## src/rtl/bram_pixel_stream_in.sv

```systemverilog
// Frame readback stage: streams DEPTH lattice pixels (9 direction values each) out of the
// direction BRAMs as one AXI4-Stream beat per pixel. Reads are credit-limited so that reads
// in flight plus beats held in the 4-entry output FIFO never exceed 4.
module bram_pixel_stream_in #(
  parameter int unsigned DATA_WIDTH             = 16,
  parameter int unsigned DEPTH                  = 2500,
  parameter int unsigned ADDRESS_WIDTH          = 12,
  parameter int unsigned C_M00_AXIS_TDATA_WIDTH = 144,
  parameter int unsigned READ_LATENCY           = 1
) (
  input  logic                                  m00_axis_aclk,
  input  logic                                  m00_axis_aresetn,
  input  logic                                  start,
  output logic                                  busy,
  output logic                                  done,
  output logic                                  rd_en,
  output logic [ADDRESS_WIDTH-1:0]              rd_addr,
  input  logic [DATA_WIDTH-1:0]                 n_in,
  input  logic [DATA_WIDTH-1:0]                 null_in,
  input  logic [DATA_WIDTH-1:0]                 ne_in,
  input  logic [DATA_WIDTH-1:0]                 e_in,
  input  logic [DATA_WIDTH-1:0]                 se_in,
  input  logic [DATA_WIDTH-1:0]                 s_in,
  input  logic [DATA_WIDTH-1:0]                 sw_in,
  input  logic [DATA_WIDTH-1:0]                 w_in,
  input  logic [DATA_WIDTH-1:0]                 nw_in,
  output logic                                  m00_axis_tvalid,
  output logic [C_M00_AXIS_TDATA_WIDTH-1:0]     m00_axis_tdata,
  output logic [C_M00_AXIS_TDATA_WIDTH/8-1:0]   m00_axis_tstrb,
  output logic                                  m00_axis_tlast,
  input  logic                                  m00_axis_tready
);

  localparam int unsigned FIFO_DEPTH = 4;
  localparam int unsigned CNT_W      = 3;
  localparam int unsigned INF_W      = 4;
  localparam logic [ADDRESS_WIDTH-1:0] LAST_ADDR = ADDRESS_WIDTH'(DEPTH - 1);

  typedef enum logic [1:0] {S_IDLE, S_ISSUE, S_DRAIN, S_DONE} state_t;

  state_t                             r_state;
  state_t                             w_state_nxt;
  logic                               r_rd_en;
  logic                               w_rd_en_nxt;
  logic [ADDRESS_WIDTH-1:0]           r_rd_addr;
  logic [ADDRESS_WIDTH-1:0]           w_rd_addr_nxt;
  logic                               r_busy;
  logic                               r_done;
  logic [READ_LATENCY-1:0]            r_pipe_vld;
  logic [READ_LATENCY-1:0]            r_pipe_last;
  logic [CNT_W-1:0]                   r_outstanding;
  logic [CNT_W-1:0]                   r_count;
  logic [CNT_W-1:0]                   w_count_nxt;
  logic [CNT_W-1:0]                   w_wr_idx;
  logic [INF_W-1:0]                   w_inflight;
  logic                               w_credit;
  logic                               r_tvalid;
  logic                               w_push;
  logic                               w_push_last;
  logic                               w_pop;
  logic [C_M00_AXIS_TDATA_WIDTH-1:0]  w_rd_data;
  logic [C_M00_AXIS_TDATA_WIDTH-1:0]  r_fifo_data  [FIFO_DEPTH];
  logic [FIFO_DEPTH-1:0]              r_fifo_last;
  logic [C_M00_AXIS_TDATA_WIDTH-1:0]  w_shift_data [FIFO_DEPTH];
  logic [FIFO_DEPTH-1:0]              w_shift_last;

  assign w_rd_data   = {nw_in, w_in, sw_in, s_in, se_in, e_in, ne_in, null_in, n_in};
  assign w_push      = r_pipe_vld[READ_LATENCY-1];
  assign w_push_last = r_pipe_last[READ_LATENCY-1];
  assign w_pop       = r_tvalid & m00_axis_tready;
  assign w_count_nxt = r_count + CNT_W'(w_push) - CNT_W'(w_pop);
  assign w_wr_idx    = w_pop ? (r_count - CNT_W'(1)) : r_count;
  // Everything already committed next cycle: outstanding reads, FIFO beats, the read on the bus.
  assign w_inflight  = INF_W'(r_outstanding) + INF_W'(r_count) + INF_W'(r_rd_en) - INF_W'(w_pop);
  assign w_credit    = (w_inflight < INF_W'(FIFO_DEPTH));

  assign busy            = r_busy;
  assign done            = r_done;
  assign rd_en           = r_rd_en;
  assign rd_addr         = r_rd_addr;
  assign m00_axis_tvalid = r_tvalid;
  assign m00_axis_tdata  = r_fifo_data[0];
  assign m00_axis_tlast  = r_fifo_last[0];
  assign m00_axis_tstrb  = '1;

  // State register.
  always_ff @(posedge m00_axis_aclk or negedge m00_axis_aresetn) begin
    if (!m00_axis_aresetn) begin
      r_state <= S_IDLE;
    end else begin
      r_state <= w_state_nxt;
    end
  end

  // Next state, next read enable and next read address.
  always_comb begin
    w_state_nxt   = r_state;
    w_rd_addr_nxt = r_rd_addr;
    w_rd_en_nxt   = 1'b0;
    case (r_state)
      S_IDLE: begin
        if (start) begin
          w_state_nxt = S_ISSUE;
        end
      end
      S_ISSUE: begin
        if (r_rd_en) begin
          if (r_rd_addr == LAST_ADDR) begin
            w_state_nxt   = S_DRAIN;
            w_rd_addr_nxt = '0;
          end else begin
            w_rd_addr_nxt = r_rd_addr + ADDRESS_WIDTH'(1);
          end
        end
      end
      S_DRAIN: begin
        // The tagged last beat is always the final one; finish on its handshake.
        if (w_pop && r_fifo_last[0] && (r_outstanding == '0) && (w_count_nxt == '0)) begin
          w_state_nxt = S_DONE;
        end
      end
      S_DONE: begin
        w_state_nxt = S_IDLE;
      end
      default: begin
        w_state_nxt = S_IDLE;
      end
    endcase
    w_rd_en_nxt = (w_state_nxt == S_ISSUE) && w_credit;
  end

  // Registered read port and status outputs.
  always_ff @(posedge m00_axis_aclk or negedge m00_axis_aresetn) begin
    if (!m00_axis_aresetn) begin
      r_rd_en   <= 1'b0;
      r_rd_addr <= '0;
      r_busy    <= 1'b0;
      r_done    <= 1'b0;
    end else begin
      r_rd_en   <= w_rd_en_nxt;
      r_rd_addr <= w_rd_addr_nxt;
      r_busy    <= (w_state_nxt == S_ISSUE) || (w_state_nxt == S_DRAIN);
      r_done    <= (w_state_nxt == S_DONE);
    end
  end

  // Track each read through the BRAM latency together with its last-pixel tag.
  always_ff @(posedge m00_axis_aclk or negedge m00_axis_aresetn) begin
    if (!m00_axis_aresetn) begin
      r_pipe_vld    <= '0;
      r_pipe_last   <= '0;
      r_outstanding <= '0;
    end else begin
      r_pipe_vld[0]  <= r_rd_en;
      r_pipe_last[0] <= r_rd_en && (r_rd_addr == LAST_ADDR);
      for (int i = 1; i < READ_LATENCY; i++) begin
        r_pipe_vld[i]  <= r_pipe_vld[i-1];
        r_pipe_last[i] <= r_pipe_last[i-1];
      end
      r_outstanding <= r_outstanding + CNT_W'(r_rd_en) - CNT_W'(w_push);
    end
  end

  // Shift-down view of the FIFO; the vacated top entry loses its last flag.
  always_comb begin
    for (int i = 0; i < FIFO_DEPTH - 1; i++) begin
      w_shift_data[i] = r_fifo_data[i+1];
      w_shift_last[i] = r_fifo_last[i+1];
    end
    w_shift_data[FIFO_DEPTH-1] = r_fifo_data[FIFO_DEPTH-1];
    w_shift_last[FIFO_DEPTH-1] = 1'b0;
  end

  // Output FIFO with the head always in entry 0, so tdata/tlast come straight from flops.
  always_ff @(posedge m00_axis_aclk or negedge m00_axis_aresetn) begin
    if (!m00_axis_aresetn) begin
      r_count     <= '0;
      r_tvalid    <= 1'b0;
      r_fifo_last <= '0;
      for (int i = 0; i < FIFO_DEPTH; i++) begin
        r_fifo_data[i] <= '0;
      end
    end else begin
      r_count  <= w_count_nxt;
      r_tvalid <= (w_count_nxt != '0);
      for (int i = 0; i < FIFO_DEPTH; i++) begin
        if (w_push && (w_wr_idx == CNT_W'(i))) begin
          r_fifo_data[i] <= w_rd_data;
          r_fifo_last[i] <= w_push_last;
        end else if (w_pop) begin
          r_fifo_data[i] <= w_shift_data[i];
          r_fifo_last[i] <= w_shift_last[i];
        end
      end
    end
  end

  // Credit accounting must never let a push land in a full FIFO.
  always_ff @(posedge m00_axis_aclk) begin
    if (m00_axis_aresetn) begin
      a_fifo_no_overflow: assert (!(w_push && !w_pop && (r_count == CNT_W'(FIFO_DEPTH))));
    end
  end

endmodule

```

## config.mk

```make
export PLATFORM = sky130hd
export DESIGN_NAME = bram_pixel_stream_in
export DESIGN_NICKNAME = d
export VERILOG_FILES = /design/src/rtl/bram_pixel_stream_in.sv
export SDC_FILE = /design/constraint.sdc
export NUM_CORES = 1
export LEC_CHECK = 0
export BUFFER_PORTS_ARGS = -buffer_cell sky130_fd_sc_hd__buf_2
export CAP_MARGIN = 10
export CORE_MARGIN = 2
export CORE_UTILIZATION = 40
export CTS_CLUSTER_DIAMETER = 40
export CTS_CLUSTER_SIZE = 24
export DETAILED_ROUTE_END_ITERATION = 16
export GPL_TIMING_DRIVEN = 1
export PLACE_DENSITY = 0.59
export SLEW_MARGIN = 20
export SYNTH_ARGS = -nofsm -noshare
export SYNTH_HDL_FRONTEND = slang
export SYNTH_SLANG_ARGS = --single-unit
export TNS_END_PERCENT = 30
```

## constraint.sdc

```tcl
create_clock -name m00_axis_aclk -period 5.8 [get_ports m00_axis_aclk]
set_clock_uncertainty 0.15 [all_clocks]
set_input_delay 0.87 -clock m00_axis_aclk [delete_from_list [all_inputs] [get_ports m00_axis_aclk]]
set_output_delay 0.87 -clock m00_axis_aclk [all_outputs]
set_load 0.03 [all_outputs]
```

# Yosys cells after proc, flatten, opt, wreduce, memory -nomap -nowiden
# Index checks and enable logic that the tools add are counted.
[word_totals]
wordCells = 80
regBits = 606
out_inout_bits = 179
[op_classes]
n_bitwise = 1
reduce_logical = 20
n_eq_ne = 10
n_lt_le_gt_ge = 1
add_sub_neg = 9
n_mux = 21
[ops]
columns = ["cell", "n"]
rows = [
  ["144-bit 2-to-1 mux", 6],
  ["12-bit by 1-bit adder with 12-bit output (second input constant)", 1],
  ["12-bit == test (second input constant)", 1],
  ["12-bit 2-to-1 mux", 1],
  ["1-bit logical AND", 9],
  ["3-bit logical NOT", 3],
  ["2-bit == test (second input constant)", 4],
  ["1-bit 2-to-1 mux", 8],
  ["2-bit 2-to-1 mux", 4],
  ["2-bit one-hot mux with 4 select lines", 1],
  ["2-bit nonzero test", 4],
  ["3-bit by 1-bit adder with 3-bit output", 2],
  ["3-bit by 2-bit == test with 1-bit output (second input constant)", 2],
  ["3-bit by 1-bit subtractor with 3-bit output", 2],
  ["3-bit by 3-bit adder with 4-bit output", 1],
  ["4-bit by 1-bit adder with 4-bit output", 1],
  ["2-bit by 1-bit == test with 1-bit output (second input constant)", 2],
  ["4-bit by 3-bit less-than comparator with 1-bit output (second input constant)", 1],
  ["4-bit by 1-bit subtractor with 4-bit output", 1],
  ["3-bit by 1-bit == test with 1-bit output (second input constant)", 1],
  ["3-bit 2-to-1 mux", 1],
  ["3-bit nonzero test", 1],
  ["3-bit by 1-bit subtractor with 3-bit output (second input constant)", 1],
  ["2-bit logical NOT", 1],
  ["3 further kinds", 3],
]

# Longest topological paths before layout
[depth]
ltp_word = 8
ltp_mapped = 14
ltp_nobuf = 11

# Worst setup path after synthesis
# Ideal clock, no wire load.
[synth_timing]
path_kind = "input to register"
startpoint = "in m00_axis_tready"
endpoint = "reg r_rd_en, in the netlist rd_en"
setup_time_ns = 0.082
required_time_ns = 5.568
path_slack_ns = 2.073
t_arrival_ns = 3.495
cell_stages = 13
path_cell_list = "and2_1 -> buf_2 -> clkbuf_1 -> clkbuf_1 -> nand2_1 -> nand2_1 -> ha_1 -> fa_1 -> or3_1 -> o31ai_1 -> ha_1 -> inv_1 -> a31oi_1"
[synth_between]
elab_chain_len = 8
word_cells_on_any_way = 12
[synth_lines]
columns = ["item", "line", "source"]
rows = [
  ["start: declaration", "31", "input logic m00_axis_tready"],
  ["1-bit bitwise AND", "70", "assign w_pop = r_tvalid & m00_axis_tready;"],
  ["3-bit by 1-bit subtractor with 3-bit output", "71", "assign w_count_nxt = r_count + CNT_W'(w_push) - CNT_W'(w_pop);"],
  ["named net w_count_nxt[1]", "53", "logic [CNT_W-1:0] w_count_nxt;"],
  ["3-bit logical NOT", "118", "if (w_pop && r_fifo_last[0] && (r_outstanding == '0) && (w_count_nxt == '0)) begin"],
  ["1-bit logical AND", "118", ""],
  ["2-bit 2-to-1 mux", "118", ""],
  ["2-bit one-hot mux with 4 select lines", "100", "case (r_state)"],
  ["named net w_state_nxt[0]", "42", "state_t w_state_nxt;"],
  ["2-bit by 1-bit == test with 1-bit output", "129", "w_rd_en_nxt = (w_state_nxt == S_ISSUE) && w_credit;"],
  ["1-bit logical AND", "129", ""],
  ["named net w_rd_en_nxt", "44", "logic w_rd_en_nxt;"],
  ["end signal: assignment", "140", "r_rd_en <= w_rd_en_nxt;"],
  ["end: declaration", "43", "logic r_rd_en;"],
]
# The timed path passes the listed nets, and every way through them passes these cells.
# A chain may end at the register's enable or synchronous reset.

# Worst setup path after layout
[layout_timing]
startpoint = "reg r_tvalid, in the netlist m00_axis_tvalid"
endpoint = "reg r_rd_en, in the netlist rd_en"
[layout_between]
elab_chain_len = 8
word_cells_on_any_way = 12
[layout_lines]
columns = ["item", "line", "source"]
rows = [
  ["start: declaration", "57", "logic r_tvalid;"],
  ["start signal: assignment", "185", "r_tvalid <= (w_count_nxt != '0);"],
  ["1-bit bitwise AND", "70", ""],
  ["3-bit by 1-bit subtractor with 3-bit output", "71", ""],
  ["named net w_count_nxt[1]", "53", ""],
  ["3-bit logical NOT", "118", ""],
  ["1-bit logical AND", "118", ""],
  ["2-bit 2-to-1 mux", "118", ""],
  ["2-bit one-hot mux with 4 select lines", "100", ""],
  ["named net w_state_nxt[0]", "42", ""],
  ["2-bit by 1-bit == test with 1-bit output", "129", ""],
  ["1-bit logical AND", "129", ""],
  ["named net w_rd_en_nxt", "44", ""],
]
# The timed path passes the listed nets, and every way through them passes these cells.

==> summary.md <==
| Metric | Value |
|---|---|
| Largest net degree at the start of global routing | `213` |
| H-Tree Depth | `3` |
| Filler cells | `6,805` |
| Post-placement cell count | `between 3,000 and 4,000` |
| Outcome | `finished, final reports clean` |
| Critical Path Stages | `10` |
| DP Area | `30,600 sq um` |
| Avg Inst Size Synth | `10.0 sq um` |
| Synthesis Warnings | `0` |
| P&R area growth vs syn | `17.6%` |
| Post-Layout Cell Count | `4,119` |
| Crit-path max cell delay | `570 ps` |
| Initial antenna violation count | `14` |
| WP buf/inv | `1` |
| Worst setup EP type | `flip-flop` |
| PortBufs | `308` |
| Fmax achieved | `slightly below 300 MHz` |
| Setup TNS | `0 ps` |
| CTS max path bufs | `3` |
| HP Class | `input pin to asynchronous set/reset pin` |
| Unrepaired setup endpoints after global routing | `false` |
| Main flop type after synthesis | `dfrtp_1` |
| Final hold vios | `0` |
| Drt first pass iters | `4` |
| Core Area | `between 70,000 and 80,000 sq um` |
| Critical Path Fanout Max | `50` |
| Mapped Cells | `2,930` |
| Number of distinct library cells after synthesis | `between 40 and 50` |
| Design area | `approximately 35,000 sq um` |
| Pleak | `between 15 and 20 nW` |
| Post-CTS setup repair buffer count | `0` |
| Dpl hpwl | `around 36,000 um` |
| Worst EP required | `6210 ps` |
| Maximum VDD drop | `377 uV` |
| Crit path max-delay family | `simple AND/OR/NAND/NOR gates` |
| Reg2reg path depth | `10` |
| Minimum clock period | `3400 ps` |
| GRT Util Overall | `16.9%` |
| Placement Rows | `roughly 100` |
| Highest-delay cell along the critical path | `and2_4` |
| Cell Pwr Density | `551 nW/um^2` |
| CTS tree | `yes` |
| Seq cells post-synth | `606` |
| Startpoint Class | `flip-flop` |
| First-pass GRT wire length | `approximately 100,000 um` |
| Synth area leaders | `dfrtp_1 52%, mux2_2 18%, nand2_1 17%` |
| Nets@finish | `3,224` |
| Worst-skew pair later-pin latency | `650 ps` |
| Synth area leader | `dfrtp_1` |
| Final Slew Violations | `0` |
| DR iter-0 viols | `~960` |
| Number of synthesized flops with an enable pin | `0` |
| Clock transition at path regs | `50 ps` |
| Ys async rst share | `100%` |
| Post-CTS Resized | `0` |
| Die Width | `275 um` |
| DRC viols | `0` |
| Detail Route Antenna Nets | `0` |
| WP data arrival | `3810 ps` |
| Critical Path, Cell by Cell | `and2_4, nand2_1, nand2_1, ha_1, fa_1, or3_1, o31ai_1, ha_1, inv_1, a31oi_1` |
| Worst slew pin tran | `1150 ps` |
| Post-synth top area share | `51.6%` |
| Routed WL | `64,000 um` |
| GPL Wtd Cong | `0.730` |
| Via count | `19,610` |
| Setup Viol. Count Final | `0` |
| Vias in the first global route | `19,758` |
| Vias per inst | `about 4.8` |
| Layout cells sized above 1 | `between 30% and 40%` |
| Clk sink count | `606` |
| Register area share after synthesis | `51.6%` |
| Max cap viols | `0` |
| Grt total ovfl | `0` |
| Hold_buf cts | `0` |
| DR WL/cell | `15.5 um` |
| Top-level I/O count | `327` |
| Die Height | `~280 um` |
| Relative slew slack | `23.5%` |
| Die area | `75,700 sq um` |
| Cell Area, Synth | `29,400 sq um` |
| Root Buffer | `clkbuf_16` |
| Crit share post-route | `approximately 59%` |
| CTS buffer count | `109` |
| Initial Util | `between 40% and 50%` |
| CP Class | `flip-flop to flip-flop` |
[area by class of cell]
class                           instances  area [sq um]  share of cell area, %
Clock inverter                         67          1000                   2.90
Timing Repair Buffer                  330          1890                   5.47
Clock buffer                          140          3010                   8.71
Multi-Input combinational cell       1995         12200                   35.4
Antenna cell                            2          5.00                 0.0145
Tap cell                              959          1200                   3.47
Sequential cell                       606         15200                   43.8
Inverter                               20          75.1                  0.217
[cell usage in the layout (no fill, tap or decap), types with 7 or more instances in the layout]
| cell type | instances |
|---|---|
| clkinv_2 | 16 |
| inv_6 | 8 |
| clkbuf_1 | 14 |
| buf_12 | 14 |
| dfrtp_1 | 606 |
| inv_1 | 20 |
| clkbuf_8 | 17 |
| mux2_2 | 478 |
| nand2_1 | 1307 |
| buf_2 | 307 |
| clkinvlp_4 | 15 |
| bufinv_16 | 19 |
| mux2_1 | 98 |
| mux2i_1 | 7 |
| buf_4 | 8 |
| conb_1 | 18 |
| clkbuf_16 | 109 |
| xnor2_1 | 10 |
| ha_1 | 12 |
| nor2_1 | 10 |
[worst register-to-register path, delay by kind of cell, from the launching register on]
family,cells,cell delay (ps)
AO/OA/AOI/OAI,2,550
adder cells (fa/ha/maj),3,830
buffers and inverters,1,40
AND/OR/NAND/NOR,4,1280
flip-flops,1,470
[metal layers]
layer	vias to the layer above	track usage, %	wire length [um]
li1	9549	-	-
met1	9551	22.5	29200
met2	374	26.5	29500
met3	114	4.77	3830
met4	22	5.50	1370
met5	-	0	141
[cells by family after synthesis]
family / Yosys count / synth area share (%)
mux: 583 / 22.3
fa+ha+maj: 14 / 0.647
buf+inv: 346 / 7.17
xor+xnor: 15 / 0.447
other cells: 1 / 0.0127
compound gates: 15 / 0.366
flops: 606 / 51.6
simple gates: 1350 / 17.5
[synthesized netlist by cell type, types with 3 or more instances]
| cell | count |
|---|---|
| nand2_1 | 1308 |
| dfrtp_1 | 606 |
| mux2_2 | 478 |
| buf_4 | 178 |
| mux2_1 | 98 |
| clkbuf_1 | 80 |
| buf_2 | 45 |
| inv_1 | 20 |
| buf_1 | 12 |
| ha_1 | 12 |
| buf_6 | 10 |
| nor2_1 | 10 |
| xnor2_1 | 10 |
| mux2i_1 | 7 |
| nand3_1 | 5 |
| nand4_1 | 5 |
| xor2_1 | 5 |
| a21oi_1 | 4 |
| a21o_1 | 3 |
| and3_1 | 3 |
| nor3_1 | 3 |
[metrics by stage]
stage	setup slack, ps	hold slack, ps	util (%)	total power [W]
floorplan	2070	308	-	0.0115
global placement	1940	317	42.0	0.0122
detailed placement	1840	325	42.0	0.0124
CTS	2350	80.2	47.5	0.0193
global route	2060	123	47.5	0.0203
finish	2400	82.5	47.5	0.0191
[sequential cells by signal (all words and copies together) (netlist names)]
signal and count:
r_fifo_data 432, rd_addr 12, done 1, r_outstanding 3, r_count 3, m00_axis_tvalid 1, r_fifo_last 4, rd_en 1
r_pipe_last 1, m00_axis_tdata 144, busy 1, r_state 2, r_pipe_vld 1
[worst paths after layout]
| path | start | endpoint | slack (ps) |
|---|---|---|---|
| worst max-delay path | m00_axis_tvalid | rd_en | 2400 |
| worst min-delay path | m00_axis_aresetn | m00_axis_tdata[123] | 80 |
| worst max register to register | m00_axis_tvalid | rd_en | 2400 |
| worst min register to register | r_fifo_data[100] | r_fifo_data[100] | 330 |
| max in group asynchronous | m00_axis_aresetn | m00_axis_tdata[52] | 4070 |
| min in group m00_axis_aclk | sw_in[7] | r_fifo_data[247] | 330 |
[power breakdown]
group | total (W) | leakage, nW | switching, W | internal, W
logic | 0.00541 | 8.23 | 0.00295 | 0.00245
clock network | 0.00681 | 1.92 | 0.00226 | 0.00454
registers | 0.00684 | 7.72 | 0.000873 | 0.00597
total | 0.0191 | 17.9 | 0.00609 | 0.0130
No activity file was read; power rests on OpenSTA's default activity.
